**config.mk**
```make
export PLATFORM = sky130hd
export DESIGN_NAME = sram_port_arbiter
export DESIGN_NICKNAME = d
export VERILOG_FILES = /design/src/rtl/sram_arb_pkg.sv /design/src/rtl/sram_rsp_buffer.sv /design/src/rtl/sram_port_arbiter.sv
export SDC_FILE = /design/constraint.sdc
export NUM_CORES = 1
export LEC_CHECK = 0
export ABC_CLOCK_PERIOD_IN_PS = 2400
export BUFFER_PORTS_ARGS = -buffer_cell sky130_fd_sc_hd__buf_2
export CAP_MARGIN = 20
export CORE_ASPECT_RATIO = 1.5
export CORE_MARGIN = 1
export CORE_UTILIZATION = 25
export DETAILED_ROUTE_END_ITERATION = 16
export GPL_TIMING_DRIVEN = 1
export PLACE_DENSITY_LB_ADDON = 0.15
export SLEW_MARGIN = 20
export SYNTH_ARGS = -nofsm -noshare
export SYNTH_HDL_FRONTEND = slang
export SYNTH_SLANG_ARGS = --single-unit
```
**constraint.sdc**
```tcl
create_clock -name clock -period 2.4 [get_ports clock]
set_input_delay 0.6 -clock clock [delete_from_list [all_inputs] [get_ports clock]]
set_output_delay 0.6 -clock clock [all_outputs]
set_load 0.05 [all_outputs]
```
**src/rtl/sram_arb_pkg.sv**
```systemverilog
// sram_arb_pkg: shared defaults and enumerations for the SRAM port arbiter.
//   SRAM_ADDR_W / SRAM_DATA_W / SRAM_DEPTH : default geometry of the 512x16 macro
//   state_e : controller state (INIT zero-fill walk, RUN normal service)
//   gnt_e   : per-cycle SRAM port owner
package sram_arb_pkg;

  localparam int unsigned SRAM_ADDR_W = 9;
  localparam int unsigned SRAM_DATA_W = 16;
  localparam int unsigned SRAM_DEPTH  = 512;

  typedef enum logic {
    INIT = 1'b0,
    RUN  = 1'b1
  } state_e;

  typedef enum logic [1:0] {
    GNT_NONE = 2'd0,
    GNT_WR   = 2'd1,
    GNT_RD   = 2'd2
  } gnt_e;

endpackage : sram_arb_pkg

```
**src/rtl/sram_rsp_buffer.sv**
```systemverilog
// sram_rsp_buffer: read-response path for the single-port SRAM arbiter.
// Tracks the one outstanding read, presents the SRAM output directly while
// it is fresh and falls back to a one-entry hold register when the consumer
// stalls, so a later write cannot corrupt a response that was not yet taken.
//   clock, reset_n    : clock, synchronous active-low reset
//   rd_gnt_i          : a read owns the SRAM port this cycle
//   rsp_ready_i       : consumer accepts rsp_data_o
//   sram_rdata_i      : SRAM read data (valid the cycle after a read)
//   rsp_valid_o       : response available
//   rsp_data_o        : response data
//   rd_free_o         : path can take another read this cycle
module sram_rsp_buffer
  import sram_arb_pkg::*;
#(
  parameter int unsigned DATA_W = SRAM_DATA_W
) (
  input  logic              clock,
  input  logic              reset_n,
  input  logic              rd_gnt_i,
  input  logic              rsp_ready_i,
  input  logic [DATA_W-1:0] sram_rdata_i,
  output logic              rsp_valid_o,
  output logic [DATA_W-1:0] rsp_data_o,
  output logic              rd_free_o
);

  logic              inflight_q;
  logic              hold_valid_q;
  logic [DATA_W-1:0] hold_q;

  // Outstanding-read tracking and stall capture.
  always_ff @(posedge clock) begin
    if (!reset_n) begin
      inflight_q   <= 1'b0;
      hold_valid_q <= 1'b0;
      hold_q       <= '0;
    end else begin
      inflight_q <= rd_gnt_i;
      if (inflight_q && !rsp_ready_i) begin
        // Data is only guaranteed on sram_rdata for this one cycle.
        hold_q       <= sram_rdata_i;
        hold_valid_q <= 1'b1;
      end else if (hold_valid_q && rsp_ready_i) begin
        hold_valid_q <= 1'b0;
      end
    end
  end

  assign rsp_valid_o = inflight_q | hold_valid_q;
  assign rsp_data_o  = inflight_q ? sram_rdata_i : hold_q;

  // A new read may issue only if its response will have somewhere to land.
  assign rd_free_o = !hold_valid_q && !(inflight_q && !rsp_ready_i);

endmodule : sram_rsp_buffer

```
**src/rtl/sram_port_arbiter.sv**
```systemverilog
// sram_port_arbiter: shares one single-port synchronous SRAM (1-cycle read
// latency) between a write requester and a read requester with round-robin
// arbitration and a backpressure-tolerant read-response path.
// Build option: define SRAM_INIT_CLEAR_EN to zero-fill the whole array after
// reset before any request is accepted (init_done marks completion).
//   clock, reset_n                    : clock, synchronous active-low reset
//   wr_valid/wr_ready/wr_addr/wr_data : write request handshake
//   rd_valid/rd_ready/rd_addr         : read request handshake
//   rsp_valid/rsp_ready/rsp_data      : read response handshake
//   init_done                         : controller accepting requests
//   sram_en/wmode/addr/wdata/rdata    : RW port of the memory wrapper
module sram_port_arbiter
  import sram_arb_pkg::*;
#(
  parameter int unsigned ADDR_W = SRAM_ADDR_W,
  parameter int unsigned DATA_W = SRAM_DATA_W,
  parameter int unsigned DEPTH  = SRAM_DEPTH
) (
  input  logic              clock,
  input  logic              reset_n,
  input  logic              wr_valid,
  output logic              wr_ready,
  input  logic [ADDR_W-1:0] wr_addr,
  input  logic [DATA_W-1:0] wr_data,
  input  logic              rd_valid,
  output logic              rd_ready,
  input  logic [ADDR_W-1:0] rd_addr,
  output logic              rsp_valid,
  input  logic              rsp_ready,
  output logic [DATA_W-1:0] rsp_data,
  output logic              init_done,
  output logic              sram_en,
  output logic              sram_wmode,
  output logic [ADDR_W-1:0] sram_addr,
  output logic [DATA_W-1:0] sram_wdata,
  input  logic [DATA_W-1:0] sram_rdata
);

  // Geometry guard: the zero-fill walk relies on the counter wrapping at DEPTH.
  if (DEPTH != (32'd1 << ADDR_W)) begin : g_depth_check
    $error("sram_port_arbiter: DEPTH must equal 2**ADDR_W");
  end

`ifdef SRAM_INIT_CLEAR_EN
  localparam state_e RST_STATE = INIT;
`else
  localparam state_e RST_STATE = RUN;
`endif

  state_e state_q;
  logic   prio_q;
  logic   prio_d;
  gnt_e   gnt;
  logic   run;
  logic   rd_free;
  logic   wr_req;
  logic   rd_req;
`ifdef SRAM_INIT_CLEAR_EN
  logic [ADDR_W-1:0] init_cnt_q;
`endif

  // Controller state, zero-fill counter and round-robin pointer.
  always_ff @(posedge clock) begin
    if (!reset_n) begin
      state_q    <= RST_STATE;
      prio_q     <= 1'b0;
`ifdef SRAM_INIT_CLEAR_EN
      init_cnt_q <= '0;
`endif
    end else begin
      prio_q <= prio_d;
`ifdef SRAM_INIT_CLEAR_EN
      if (state_q == INIT) begin
        init_cnt_q <= init_cnt_q + ADDR_W'(1);
        if (init_cnt_q == ADDR_W'(DEPTH - 1)) begin
          state_q <= RUN;
        end
      end
`endif
    end
  end

  // Requests are only serviced in RUN and never while reset is asserted.
  assign run    = reset_n && (state_q == RUN);
  assign wr_req = wr_valid && run;
  assign rd_req = rd_valid && run && rd_free;

  // Round-robin: prio 0 favours write; the pointer moves only on contention.
  always_comb begin
    gnt    = GNT_NONE;
    prio_d = prio_q;
    if (wr_req && rd_req) begin
      if (prio_q) begin
        gnt    = GNT_RD;
        prio_d = 1'b0;
      end else begin
        gnt    = GNT_WR;
        prio_d = 1'b1;
      end
    end else if (wr_req) begin
      gnt = GNT_WR;
    end else if (rd_req) begin
      gnt = GNT_RD;
    end
  end

  assign wr_ready = (gnt == GNT_WR);
  assign rd_ready = (gnt == GNT_RD);

  // SRAM port drive: idle port parks at zero.
  always_comb begin
    sram_en    = 1'b0;
    sram_wmode = 1'b0;
    sram_addr  = '0;
    sram_wdata = '0;
`ifdef SRAM_INIT_CLEAR_EN
    if (reset_n && (state_q == INIT)) begin
      sram_en    = 1'b1;
      sram_wmode = 1'b1;
      sram_addr  = init_cnt_q;
    end
`endif
    case (gnt)
      GNT_WR: begin
        sram_en    = 1'b1;
        sram_wmode = 1'b1;
        sram_addr  = wr_addr;
        sram_wdata = wr_data;
      end
      GNT_RD: begin
        sram_en   = 1'b1;
        sram_addr = rd_addr;
      end
      default: ;
    endcase
  end

  assign init_done = (state_q == RUN);

  sram_rsp_buffer #(
    .DATA_W (DATA_W)
  ) u_rsp_buffer (
    .clock        (clock),
    .reset_n      (reset_n),
    .rd_gnt_i     (gnt == GNT_RD),
    .rsp_ready_i  (rsp_ready),
    .sram_rdata_i (sram_rdata),
    .rsp_valid_o  (rsp_valid),
    .rsp_data_o   (rsp_data),
    .rd_free_o    (rd_free)
  );

endmodule : sram_port_arbiter

```
==> impl_metrics.csv <==
group,metric,value,unit
run_status,outcome,"finished, violations left",
run_status,violations,"setup timing",
synthesis,synthTopCellsByArea,"dfxtp_1 (31%), mux2_2 (14%), nand2_1 (10%)",
synthesis,ys_seq_elements,19,
synthesis,synth_mux_area_share,15.29,%
clock_network,cts-root-buf,"clkbuf_8",
layout,layout_common_cells,"buf_2 (70), nand2_1 (34), buf_6 (23)",
routing,ant_nets,0,
synthesis,yosysSeqAreaShare,30.58,%
routing,totalWireLength,4033,µm
routing,routedWlPerCell,12.41,µm
timing,post-route-worst-setup-slack,-83.75,ps
critical_path,rr_startpoint,"u_rsp_buffer.inflight_q$_SDFF_PN0_",
critical_path,startpoint,"rsp_ready",
place,port_buffers,100,
layout,diodes,0,
synthesis,synth_edf_count,0,
timing,finalHoldViolCount,0,
synthesis,yosys_warnings,0,
timing,holdWs,453.5,ps
synthesis,async_reset_ff_share,0,%
clock_network,clock_path_buffers,2,
global_route,track_usage,15.96,%
global_route,grt_pass1_wl,6548,µm
clock_network,clock-sinks,19,
power_and_ir_drop,p_per_area,394.6,nW/µm²
die,fp.dieW,59.59,µm
routing,drt_iter0_markers,55,
die,die_h,88.39,µm
critical_path,worst_ep_required_time,1800,ps
layout,stdcell_area,2415,µm²
clock_network,cts_buffers,3,
timing,max_freq,402.6,MHz
worst_hold_path,hold_path.class,"reg -> reg",
global_route,grt_overflow,0,
timing,rsz0062_at_grt,"yes",
critical_path,critPathMaxFanout,5,
layout,ff_latch_area,381.6,µm²
die,die_area,5267,µm²
die,ios,102,
job,drv_cap,0,
timing,finalMaxSlewViolations,0,
routing,first_pass_iters,4,
clock_network,clkTransAtPathRegs,80,ps
timing,fin_tns_setup,-672.2,ps
place,place_worst_setup_slack,-217.8,ps
synthesis,syn-num-nets,208,
synthesis,post_synth_and_or_nand_nor_area_fraction,28.57,%
layout,final_common_cell,"buf_2",
global_route,antenna_found_initial,0,
critical_path,arrival,1880,ps
power_and_ir_drop,ir_worst_vdd,0.3266,mV
place,place_area,1929,µm²
synthesis,synth_top_area_share,30.58,%
synthesis,synth_area,1244,µm²
clock_network,insertion_delay,250,ps
layout,fillCellCount,471,
timing,finalCritPeriodShare,103.5,%
routing,via_count,1422,
synthesis,avgSynthCellArea,8.236,µm²
global_route,grt_max_degree,19,
timing,finalSetupViolations,21,
global_route,grt_pass1_vias,1442,
routing,drc,0,
clock_network,cts_tree,"done",
routing,drt-vias-per-instance,4.375,
synthesis,synth_compound_area_share,16.10,%
synthesis,syn_inst,151,
synthesis,synth_largest_area_cell,"dfxtp_1",
place,place_congestion,0.6481,
critical_path,cp-end-kind,"output pin",
layout,syn2layout_area_growth,94.17,%
synthesis,synthXorXnorAreaFrac,0,%
critical_path,critPathKind,"in -> out",
die,coreArea,4810,µm²
clock_network,ctsHoldBuffers,0,
power_and_ir_drop,p_leak,0.001102,µW
timing,fin_crit,2484,ps
layout,drive_above_1_share,70.27,%
die,start_util,25.86,%
timing,finClkSkew,5.464,ps
synthesis,synth_ff_type,"dfxtp_1",
synthesis,synth_top_family_by_area,"simple AND/OR/NAND/NOR gates",
critical_path,worstSetupStartpointType,"input port",
synthesis,yosys.area_share.adder,2.012,%
place,dp_hpwl,2655,µm
synthesis,synth.distinct_cells,27,
layout,multi_input_area,969.7,µm²
worst_hold_path,hold_path_startpoint,"u_rsp_buffer.hold_q[6]$_SDFFE_PN0P_",
clock_network,htreeDepth,1,
die,num_rows,31,
layout,layout.nets,317,
-- worst max-delay path, stage by stage --
cell and delay (ps):
buf_8 80, nor2b_4 40, nor3b_4 230, buf_4 160, a21oi_4 50, ha_4 190
buf_12 130, a22oi_2 200, nor2_4 50, buf_8 150
-- layout make-up --
class                   instances  share of cell area [%]
multi-input cells             117                   40.16
repair buffers                118                   38.39
flip-flops and latches         19                   15.80
well taps                      66                   3.420
clock buffers                   3                   1.710
inverters                       1                  0.3109
clock inverters                 1                  0.2073
-- synth_stat cells, drive strengths merged (2+ instances only) --
library cell  number
a21boi            16
a22oi              9
and2              17
buf                9
clkbuf             5
dfxtp             19
ha                 2
mux2              16
nand2             34
nand2b             3
nor2               9
-- timing repair --
action                                 CTS  global route
endpoints found under the hold margin    0             0
setup buffers                           10             1
pin swaps                               15             7
gates cloned                             1             0
setup endpoints to repair               28            29
resized for setup                       80             8
-- per-layer routing --
metal / vias to the layer above / part of all wire [%] / track usage (%)
li1: 716 / - / -
met1: 631 / 39 / 17.44
met2: 69 / 52 / 30.75
met3: 6 / 7.5 / 2.339
met4: 0 / 1.3 / 4.863
met5: - / 0 / 0
-- power by group --
part | internal (µW) | switching (µW) | leakage, µW | total [µW]
Combinational | 181 | 224 | 0.000922 | 406
Clock | 115 | 107 | 0.0000255 | 222
Sequential | 321 | 4.44 | 0.000154 | 325
Total | 617 | 336 | 0.00110 | 953
-- logic make-up (layout without fill, tap and decap cells) --
family	count (synthesis)	after routing
other cells	1	1
compound gates	27	27
fa+ha+maj	2	2
mux	17	17
buf+inv	15	123
simple gates	70	70
flops	19	19
-- sequential cells by signal, indices dropped and copies added (netlist names) --
register / flops
u_rsp_buffer.hold_valid_q: 1
u_rsp_buffer.hold_q: 16
prio_q: 1
u_rsp_buffer.inflight_q: 1
-- stage by stage --
step	cells	power, µW	util, %
finish	325	953.0	50.21
global route	325	1003	50.21
global placement	310	642.8	40.11
CTS	325	955.5	49.82
floorplan	151	567.7	-
detailed placement	310	643.4	40.11
-- worst paths after layout --
kind                                                            end  slack [ps]  cells past startpoint
worst min-delay path            u_rsp_buffer.hold_q[6]$_SDFFE_PN0P_         450                      2
worst max register to register   u_rsp_buffer.inflight_q$_SDFF_PN0_        1020                      6
worst max-delay path                                   sram_addr[3]         -80                     10
worst min register to register  u_rsp_buffer.hold_q[6]$_SDFFE_PN0P_         450                      2
No activity file was read; power rests on OpenSTA's default activity.
